<file path="config.mk">
export PLATFORM = sky130hd
export DESIGN_NAME = text_fetch_flat
export DESIGN_NICKNAME = d
export VERILOG_FILES = /design/src/rtl/text_fetch_pkg.sv /design/src/rtl/text_fetch_if.sv /design/src/rtl/text_fetch.sv /design/src/flat_wrapper.sv
export SDC_FILE = /design/constraint.sdc
export NUM_CORES = 1
export LEC_CHECK = 0
export ABC_AREA = 0
export CELL_PAD_IN_SITES_DETAIL_PLACEMENT = 2
export CELL_PAD_IN_SITES_GLOBAL_PLACEMENT = 2
export CORE_AREA = 4 4 100 102
export DETAILED_ROUTE_END_ITERATION = 10
export DIE_AREA = 0 0 104 106
export GPL_TIMING_DRIVEN = 0
export PLACE_DENSITY_LB_ADDON = 0.12
export SLEW_MARGIN = 15
export SYNTH_ARGS = -nofsm -noshare
export SYNTH_HDL_FRONTEND = slang
export SYNTH_SLANG_ARGS = --single-unit
</file>
<file path="constraint.sdc">
create_clock -name clk -period 5.01 [get_ports clk]
set_input_delay 1.002 -clock clk [delete_from_list [all_inputs] [get_ports clk]]
set_output_delay 1.002 -clock clk [all_outputs]
set_load 0.02 [all_outputs]
</file>
<file path="src/rtl/text_fetch_pkg.sv">
// -----------------------------------------------------------------------------
// text_fetch_pkg
// Shared constants for the text-mode fetch stage: screen geometry derived from
// the visible timing of the sync generator, glyph height, memory address
// widths, 3-bit state encodings and a small row-pointer helper.
// No ports (package).
// -----------------------------------------------------------------------------
package text_fetch_pkg;

  // Visible region of the sync generator (800x600); frame_start/line_start
  // are decoded against these so cell counts line up with the raster.
  localparam int H_VISIBLE = 800;
  localparam int V_VISIBLE = 600;
  localparam int CELL_W    = 8;

  // Text geometry. The last character row is only half shown (600/16 = 37.5).
  localparam int FONT_H  = 16;
  localparam int COLS    = H_VISIBLE / CELL_W;
  localparam int ROWS    = (V_VISIBLE + FONT_H - 1) / FONT_H;
  localparam int SCAN_W  = $clog2(FONT_H);
  localparam int COL_W   = $clog2(COLS + 1);

  // Memory address widths; the font ROM is indexed by {code, scanline}.
  localparam int TEXT_AW = 12;
  localparam int FONT_AW = 8 + SCAN_W;

  // Sized copies of the geometry for comparisons and arithmetic.
  localparam logic [COL_W-1:0]   COL_END   = COL_W'(COLS);
  localparam logic [TEXT_AW-1:0] ROW_STEP  = TEXT_AW'(COLS);
  localparam logic [TEXT_AW-1:0] TEXT_END  = TEXT_AW'(COLS * ROWS);
  localparam logic [SCAN_W-1:0]  SCAN_LAST = SCAN_W'(FONT_H - 1);

  // 3-bit state encodings.
  localparam logic [2:0] S_IDLE = 3'd0;
  localparam logic [2:0] S_CHAR = 3'd1;
  localparam logic [2:0] S_FONT = 3'd2;
  localparam logic [2:0] S_LOAD = 3'd3;
  localparam logic [2:0] S_HOLD = 3'd4;
  localparam logic [2:0] S_DONE = 3'd5;

  typedef enum logic [2:0] {
    IDLE = S_IDLE,
    CHAR = S_CHAR,
    FONT = S_FONT,
    LOAD = S_LOAD,
    HOLD = S_HOLD,
    DONE = S_DONE
  } state_t;

  // Next character-row base; sticks at the end of the text area so extra
  // lines past the last row stay blank instead of wrapping the address.
  function automatic logic [TEXT_AW-1:0] next_row_base(input logic [TEXT_AW-1:0] rb);
    logic [TEXT_AW-1:0] nrb;
    if (rb >= TEXT_END) begin
      nrb = rb;
    end else begin
      nrb = rb + ROW_STEP;
    end
    return nrb;
  endfunction

endpackage

</file>
<file path="src/rtl/text_fetch_if.sv">
// -----------------------------------------------------------------------------
// text_fetch_if
// Bundles the pixel handshake and the two memory read ports of the fetch stage.
//   pix_data  [7:0]      glyph row byte, MSB = leftmost pixel
//   pix_valid            pix_data holds an unconsumed byte
//   pix_ack              consumer took pix_data this cycle
//   text_addr [TEXT_AW]  text RAM address
//   text_rd              text RAM read enable
//   text_data [7:0]      character code, valid the cycle after text_rd
//   font_addr [FONT_AW]  font ROM address {code, scan}
//   font_rd              font ROM read enable
//   font_data [7:0]      glyph row, valid the cycle after font_rd
// master = fetch stage, slave = memories plus pixel consumer.
// -----------------------------------------------------------------------------
interface text_fetch_if;
  import text_fetch_pkg::*;

  logic [7:0]         pix_data;
  logic               pix_valid;
  logic               pix_ack;
  logic [TEXT_AW-1:0] text_addr;
  logic               text_rd;
  logic [7:0]         text_data;
  logic [FONT_AW-1:0] font_addr;
  logic               font_rd;
  logic [7:0]         font_data;

  modport master (
    output pix_data, pix_valid, text_addr, text_rd, font_addr, font_rd,
    input  pix_ack, text_data, font_data
  );

  modport slave (
    input  pix_data, pix_valid, text_addr, text_rd, font_addr, font_rd,
    output pix_ack, text_data, font_data
  );

endinterface

</file>
<file path="src/rtl/text_fetch.sv">
// -----------------------------------------------------------------------------
// text_fetch
// Text-mode fetch stage feeding the pixel generator. For each 8-pixel cell it
// reads the character code from text RAM, then that code's glyph row from the
// font ROM, and offers the byte on a valid/ack handshake. Character row and
// scanline are tracked locally from frame_start / line_start.
// Ports:
//   clk          pixel clock
//   rst          synchronous reset, active-high
//   frame_start  one-cycle pulse before visible line 0
//   line_start   one-cycle pulse: prefetch the next visible line
//   bus          text_fetch_if master (pixel handshake + memory ports)
// -----------------------------------------------------------------------------
module text_fetch
  import text_fetch_pkg::*;
(
  input  logic         clk,
  input  logic         rst,
  input  logic         frame_start,
  input  logic         line_start,
  text_fetch_if.master bus
);

  state_t             state;
  state_t             state_next;
  logic [COL_W-1:0]   col;
  logic [SCAN_W-1:0]  scan;
  logic [TEXT_AW-1:0] row_base;
  logic               blank;
  logic [7:0]         pix_data;
  logic               pix_valid;
  logic               take;

  // An ack only counts while a byte is actually on offer.
  assign take = bus.pix_ack & pix_valid;

  assign bus.pix_data  = pix_data;
  assign bus.pix_valid = pix_valid;

  // State register.
  always_ff @(posedge clk) begin
    if (rst) begin
      state <= IDLE;
    end else begin
      state <= state_next;
    end
  end

  // Next state; either sync pulse restarts the fetch from any state.
  always_comb begin
    state_next = state;
    if (frame_start || line_start) begin
      state_next = CHAR;
    end else begin
      case (state)
        IDLE: state_next = IDLE;
        CHAR: begin
          // Past the last text row there is nothing to read: skip the font.
          if (blank) begin
            state_next = LOAD;
          end else begin
            state_next = FONT;
          end
        end
        FONT: state_next = LOAD;
        LOAD: state_next = HOLD;
        HOLD: begin
          if (take) begin
            if (col < COL_END) begin
              state_next = CHAR;
            end else begin
              state_next = DONE;
            end
          end else begin
            state_next = HOLD;
          end
        end
        DONE:    state_next = DONE;
        default: state_next = IDLE;
      endcase
    end
  end

  // Memory strobes and addresses decoded from the current state.
  always_comb begin
    bus.text_rd   = 1'b0;
    bus.text_addr = {TEXT_AW{1'b0}};
    bus.font_rd   = 1'b0;
    bus.font_addr = {FONT_AW{1'b0}};
    case (state)
      CHAR: begin
        bus.text_addr = row_base + TEXT_AW'(col);
        if (blank) begin
          bus.text_rd = 1'b0;
        end else begin
          bus.text_rd = 1'b1;
        end
      end
      FONT: begin
        // text_data is the code returned for the read issued in CHAR.
        bus.font_rd   = 1'b1;
        bus.font_addr = {bus.text_data, scan};
      end
      default: begin
        bus.text_rd = 1'b0;
        bus.font_rd = 1'b0;
      end
    endcase
  end

  // Position tracking and the output byte register.
  always_ff @(posedge clk) begin
    if (rst) begin
      col       <= {COL_W{1'b0}};
      scan      <= {SCAN_W{1'b0}};
      row_base  <= {TEXT_AW{1'b0}};
      blank     <= 1'b0;
      pix_data  <= 8'h00;
      pix_valid <= 1'b0;
    end else if (frame_start) begin
      col       <= {COL_W{1'b0}};
      scan      <= {SCAN_W{1'b0}};
      row_base  <= {TEXT_AW{1'b0}};
      blank     <= 1'b0;
      pix_valid <= 1'b0;
    end else if (line_start) begin
      col       <= {COL_W{1'b0}};
      pix_valid <= 1'b0;
      if (scan == SCAN_LAST) begin
        scan     <= {SCAN_W{1'b0}};
        row_base <= next_row_base(row_base);
        blank    <= (next_row_base(row_base) >= TEXT_END);
      end else begin
        scan <= scan + 1'b1;
      end
    end else begin
      case (state)
        LOAD: begin
          // font_data answers the FONT-state read; blank rows emit background.
          if (blank) begin
            pix_data <= 8'h00;
          end else begin
            pix_data <= bus.font_data;
          end
          pix_valid <= 1'b1;
          col       <= col + 1'b1;
        end
        HOLD: begin
          if (take) begin
            pix_valid <= 1'b0;
          end else begin
            pix_valid <= pix_valid;
          end
        end
        default: begin
          pix_valid <= pix_valid;
        end
      endcase
    end
  end

endmodule

</file>
<file path="src/flat_wrapper.sv">
// flat-port wrapper written by rule: the top's interface ports become plain ports
module text_fetch_flat import text_fetch_pkg::*;
  (clk, rst, frame_start, line_start, bus_pix_data, bus_pix_valid, bus_text_addr, bus_text_rd, bus_font_addr, bus_font_rd, bus_pix_ack, bus_text_data, bus_font_data);
  text_fetch_if bus_i ();
  input  logic clk;
  input  logic rst;
  input  logic frame_start;
  input  logic line_start;
  output wire logic [$bits(bus_i.pix_data)-1:0] bus_pix_data;
  output wire logic [$bits(bus_i.pix_valid)-1:0] bus_pix_valid;
  output wire logic [$bits(bus_i.text_addr)-1:0] bus_text_addr;
  output wire logic [$bits(bus_i.text_rd)-1:0] bus_text_rd;
  output wire logic [$bits(bus_i.font_addr)-1:0] bus_font_addr;
  output wire logic [$bits(bus_i.font_rd)-1:0] bus_font_rd;
  input wire logic [$bits(bus_i.pix_ack)-1:0] bus_pix_ack;
  input wire logic [$bits(bus_i.text_data)-1:0] bus_text_data;
  input wire logic [$bits(bus_i.font_data)-1:0] bus_font_data;
  assign bus_pix_data = bus_i.pix_data;
  assign bus_pix_valid = bus_i.pix_valid;
  assign bus_text_addr = bus_i.text_addr;
  assign bus_text_rd = bus_i.text_rd;
  assign bus_font_addr = bus_i.font_addr;
  assign bus_font_rd = bus_i.font_rd;
  assign bus_i.pix_ack = bus_pix_ack;
  assign bus_i.text_data = bus_text_data;
  assign bus_i.font_data = bus_font_data;
  text_fetch u_core (.clk(clk), .rst(rst), .frame_start(frame_start), .line_start(line_start), .bus(bus_i));
endmodule
</file>
==> results.cfg, run 1 <==
[run_status]
outcome = finished clean

[synthesis]
synthTopCellsByArea = dfxtp_1 (32%), nor2_1 (6.3%), ha_1 (5.3%), a21oi_1 (5.1%), xnor2_1 (4.9%)
yosysWarnings = 0
ys_ff_latch = 34
synth_edf_count = 0
ys_seq_area_share_pct = 31.8
synthCells = 269
synth_largest_area_cell = dfxtp_1
syn_nets = 300
avgSynthCellArea_um2 = 7.95
synth_top_area_share_pct = 31.8
syn-cell-area_um2 = 2140
synth_ff_type = dfxtp_1
ys_types = 50
ys_async_sr_fraction_pct = 0

[detailed_routing]
first_pass_iters = 4
vias = 2148
first_iter_violations = 61
route.detailed.drc = 0
wl_um = 7300
wl_per_cell_um = 16.5
vias_per_cell = 4.86
ant_nets = 0

[die]
core_um2 = 9110
start_util_pct = 23.5
dieArea_um2 = 11000
die_w_um = 104
die_h_um = 106
io_pins = 56
num_rows = 35

[grt]
grt_max_degree = 12
grt-ovfl-total = 0
grt_pass1_vias = 2269
antenna_found_initial = 0
grt_pass1_wl_um = 11900
grtUsageTotal_pct = 13.2

[run]
maxCapViolations = 0

[setup_path]
worstPathArrival_ps = 3330
crit_path_frequent_cell = o21ai_0
start_kind = flip-flop
worstPathCellList = ha_1 > inv_1 > fa_1 > nor2b_1 > o21a_1 > o21ai_0 > a2111o_1 > o21ai_0 > clkdlybuf4s50_1
crit_type = reg -> out
crit_required_ps = 4010
end_kind = output pin
crit_slowest_cell = clkdlybuf4s50_1
worst-path-max-fanout = 7
max_stage_delay_ps = 660

[cts]
clk_pin_slew_worst_paths_ps = 90
clock_sinks = 34
ctsHtreeMaxLevel = 2
cts_buffer_depth = 2
tritoncts = built
cts-root-buf = clkbuf_8
clk_latency_ps = 300
cts_setup_buffers = 0
cts_buffers = 5
cts_resized = 0
cts_hold_buf = 0

[layout]
area_growth_pct = 36.2
layout_common_cells = clkdlybuf4s50_1 (54), nor2_1 (36), dfxtp_1 (34)
final_common_cell = clkdlybuf4s50_1
nets = 361
fillers = 1063
n_antenna_cell = 0
drive_gt1_share_pct = 6.65
post-route-util_pct = 32.0

[timing]
tightest_slew_ps = 1040
hold_ws_ps = 455
finalSetupViolCount = 0
period_needed_ps = 4330
rsz0062_at_grt = no
drv_slew = 0
hold_violations = 0
fin_skew_ps = 9.73
period_share_pct = 86.5
relSlewSlack_pct = 29.9
fmax_mhz = 231
fin_tns_setup_ps = 0

[hold_path]
hold_class = reg -> reg

[power]
max-vdd-ir-drop_mv = 0.0868
p_per_area_nw_per_um2 = 185
p_leak_nw = 0.985

[placed_design]
place.gp.congestion = 0.731
io_buffers = 54
dpl.hpwl_um = 5630
[stage by stage]
| stage | cells | total power, mW | setup WS (ps) | area (um2) |
|---|---|---|---|---|
| 2_1_floorplan | 269 | 0.297 | 1880 | 2140 |
| 3_3_place_gp | 434 | 0.323 | 1050 | 2820 |
| 3_5_place_dp | 434 | 0.323 | 980 | 2820 |
| 4_1_cts | 442 | 0.554 | 633 | 2910 |
| 5_1_grt | 442 | 0.567 | 425 | 2910 |
| 6_report | 442 | 0.540 | 677 | 2910 |
[synthesized netlist by cell type (all sizes together) (3+ instances only)]
cell	number
nand3b	9
nor2b	3
xnor2	12
o21ai	9
nor3b	4
nor3	9
inv	7
clkbuf	9
nor2	37
buf	8
nand3	7
nand4	3
a21oi	22
mux2i	3
dfxtp	34
a211oi	6
and2	16
ha	9
nand2	19
and4	3
a21o	4
xor2	4
[cell type report]
type / count / area, um2 / area share (%)
well taps: 111 / 139 / 4.77
multi-input cells: 211 / 1350 / 46.4
plain buffers: 17 / 80.1 / 2.75
clock inverters: 2 / 12.5 / 0.429
inverters: 7 / 26.3 / 0.902
flip-flops and latches: 34 / 681 / 23.4
clock buffers: 6 / 82.6 / 2.83
repair buffers: 54 / 541 / 18.5
[power breakdown]
group / switching (mW) / leakage, nW / internal, mW / total [mW]
combinational: 0.0201 / 0.663 / 0.0223 / 0.0424
sequential: 0.00229 / 0.274 / 0.272 / 0.274
clock: 0.114 / 0.0472 / 0.111 / 0.224
total: 0.136 / 0.985 / 0.405 / 0.540
[final timing paths]
kind | from | endpoint | slack [ps] | cells after the start
worst max-delay path | u_core.row_base[2]$_SDFFE_PP0P_ | bus_text_addr[10] | 680 | 9
worst min-delay path | u_core.bus.pix_data[1]$_SDFFE_PP0P_ | u_core.bus.pix_data[1]$_SDFFE_PP0P_ | 460 | 2
worst max register to register | u_core.row_base[2]$_SDFFE_PP0P_ | u_core.row_base[5]$_SDFFE_PP0P_ | 2970 | 7
worst min register to register | u_core.bus.pix_data[1]$_SDFFE_PP0P_ | u_core.bus.pix_data[1]$_SDFFE_PP0P_ | 460 | 2
[state kept, by name, indices dropped and copies added (netlist names)]
signal,cells
u_core.row_base,10
u_core.bus.pix_data,8
u_core.col,7
u_core.scan,4
u_core.state,3
u_core.blank,1
u_core.bus.pix_valid,1
[layer usage]
layer	up-vias	GRT usage [%]	share of wire [%]
li1	1075	-	-
met1	1044	16.7	47
met2	22	23.3	49
met3	7	2.43	2.3
met4	0	3.13	0.86
met5	-	0	0
[kinds of logic (layout without fill, tap and decap cells)]
group                      count (synthesis)  after routing  synth area share [%]
AOI/OAI and AO/OA                         61             61                  19.4
xor gates and xnor gates                  16             16                  6.55
adders and majority gates                 10             10                  6.20
buffers and inverters                     24             86                  4.97
DFF                                       34             34                  31.8
muxes                                      3              3                  1.40
and+or+nand+nor                          121            121                  29.7
[worst max-delay path, delay by kind of cell (launching register included)]
kind	cells	cell delay (ps)
flops	1	530
buf+inv	2	720
fa+ha+maj	2	670
compound gates	4	920
simple gates	1	190
(Power assumes the default switching activity.)
==> inputs of run 2 (changes only) <==
Settings changed: CAP_MARGIN set to 20, REMOVE_ABC_BUFFERS set to 1.
Clock period 5.01 ns to 5 ns, I/O delays scaled along.
==> run 2 against run 1 <==
Final cell count is 3.4% lower; combinational power is 5.2% lower; routed wire length is 5.0% lower; sequential share of layout area is 0.52 points higher; via count is 2.2% lower; clock power hardly changed; highest routed layer unchanged; first-iteration DRC count is 6.6% lower; design area is 2.2% lower; critical path depth stayed put; clock-buffer cell count is 1 higher.
==> results.cfg, run 2 (same netlist as run 1, synthesis figures left out) <==
[run_status]
outcome = finished clean

[die]
io_pins = 56
die_w_um = 104
num_rows = 35
die_h_um = 106
core_um2 = 9110
dieArea_um2 = 11000
start_util_pct = 23.5

[power]
intPower_mw = 0.405
switching_share_pct = 24.4
p_leak_nw = 0.943
switchingPower_mw = 0.131
combPwrFrac_pct = 7.5
max-vdd-ir-drop_mv = 0.0825
p_clk_share_pct = 41.2
p_per_area_nw_per_um2 = 188
totalPowerFinal_mw = 0.535
seq_power_share_pct = 51.3

[cts]
cts_resized = 0
clock_sinks = 34
cts_buffer_depth = 2
cts_setup_buffers = 0
cts-root-buf = clkbuf_8
tritoncts = built
cts_buffers = 5
clk_latency_ps = 290
ctsHtreeMaxLevel = 2
clk_pin_slew_worst_paths_ps = 70
cts_hold_buf = 0

[layout]
nets = 346
area_growth_pct = 33.2
top_regs = u_core.row_base: 10 flops, u_core.bus.pix_data: 8 flops, u_core.col: 7 flops
layout_common_cells = clkdlybuf4s50_1 (55), nor2_1 (36), dfxtp_1 (34)
post-route-util_pct = 31.3
n_antenna_cell = 0
largest_reg_flops = 10
largest_register = u_core.row_base
drive_gt1_share_pct = 4.75
final_common_cell = clkdlybuf4s50_1

[grt]
grt_pass1_wl_um = 11600
grt_max_degree = 17
grt-ovfl-total = 0
grt_pass1_vias = 2246
antenna_found_initial = 0
grtUsageTotal_pct = 13.0

[timing]
relSlewSlack_pct = 44.6
hold_violations = 0
period_needed_ps = 4280
rsz0062_at_grt = no
fin_tns_setup_ps = 0
tightest_slew_ps = 827
fin_skew_ps = 4.93
period_share_pct = 85.7
finalSetupViolCount = 0
drv_slew = 0
fmax_mhz = 233

[placed_design]
dpl.hpwl_um = 5330
place.gp.congestion = 0.730
io_buffers = 55

[setup_path]
crit_type = reg -> out
start_kind = flip-flop
crit_path_frequent_cell = o21ai_0
crit_required_ps = 4000
worstPathCellList = ha_1 > inv_1 > fa_1 > nor2b_1 > o21a_1 > o21ai_0 > a2111o_1 > o21ai_0 > clkdlybuf4s50_1
worstPathArrival_ps = 3280
crit_slowest_cell = clkdlybuf4s50_1
end_kind = output pin
crit_buf_inv = 2
path_delay_family = compound AO/OA/AOI/OAI gates
worst-path-max-fanout = 7
max_stage_delay_ps = 670

[detailed_routing]
vias = 2100
first_pass_iters = 4
route.detailed.drc = 0
ant_nets = 0
vias_per_cell = 4.92
first_iter_violations = 57
wl_per_cell_um = 16.2
wl_um = 6940

[run]
maxCapViolations = 0

[hold_path]
hold_class = reg -> reg
-- run 2: changes by cell type in the layout (fill, tap and decap cells not counted), sizes merged --
cell	delta
clkbuf	-7
clkdlybuf4s50	+1
clkinvlp	-1
buf	-8
-- run 2: final timing paths --
kind,startpoint,end,slack [ps],cells past startpoint
worst min-delay path,u_core.bus.pix_data[0]$_SDFFE_PP0P_,u_core.bus.pix_data[0]$_SDFFE_PP0P_,460,2
worst max-delay path,u_core.row_base[2]$_SDFFE_PP0P_,bus_text_addr[10],720,9
worst min register to register,u_core.bus.pix_data[0]$_SDFFE_PP0P_,u_core.bus.pix_data[0]$_SDFFE_PP0P_,460,2
worst max register to register,u_core.row_base[2]$_SDFFE_PP0P_,u_core.row_base[5]$_SDFFE_PP0P_,2910,7
-- run 2: final cells by class --
| class | count | area [um2] |
|---|---|---|
| timing repair buffer | 56 | 556 |
| fill | 1069 | 6260 |
| sequential | 34 | 681 |
| clock buffer | 7 | 86.3 |
| inverter | 7 | 26.3 |
| clock inverter | 1 | 5.00 |
| tap | 111 | 139 |
| multi-input combinational | 211 | 1360 |
-- run 2: stage by stage --
step                hold slack (ps)  instance area [um2]  instances  setup slack (ps)
global route                    489                 2850        427               491
CTS                             464                 2850        426               668
detailed placement              454                 2750        418              1000
global placement                439                 2750        418              1060
finish                          458                 2850        427               715
floorplan                       493                 2060        252              1870
-- run 2: worst min-delay path: cells and delay by family (launching register included) --
kind	cells	cell delay, ps
simple gates	1	50
flops	1	310
compound gates	1	50
-- run 2: power by group through the flow --
stage / clock (mW) / sequential, mW / combinational, mW
floorplan: 0 / 0.280 / 0.0135
global placement: 0 / 0.281 / 0.0398
detailed placement: 0 / 0.281 / 0.0408
CTS: 0.233 / 0.274 / 0.0409
global route: 0.248 / 0.275 / 0.0447
finish: 0.221 / 0.274 / 0.0402
-- run 2: per-layer routing --
metal	routed length (um)	vias to the layer above	track usage, %
li1	-	1042	-
met1	3270	1029	16.4
met5	0	-	0
met4	65	0	3.80
met2	3450	21	22.2
met3	160	8	2.79
==> inputs of run 3 (changes only) <==
Settings changed: CTS_CLUSTER_DIAMETER set to 100.
==> results of run 3 <==
Same layout as run 2: the final DEF is identical, and so are final timing and power.
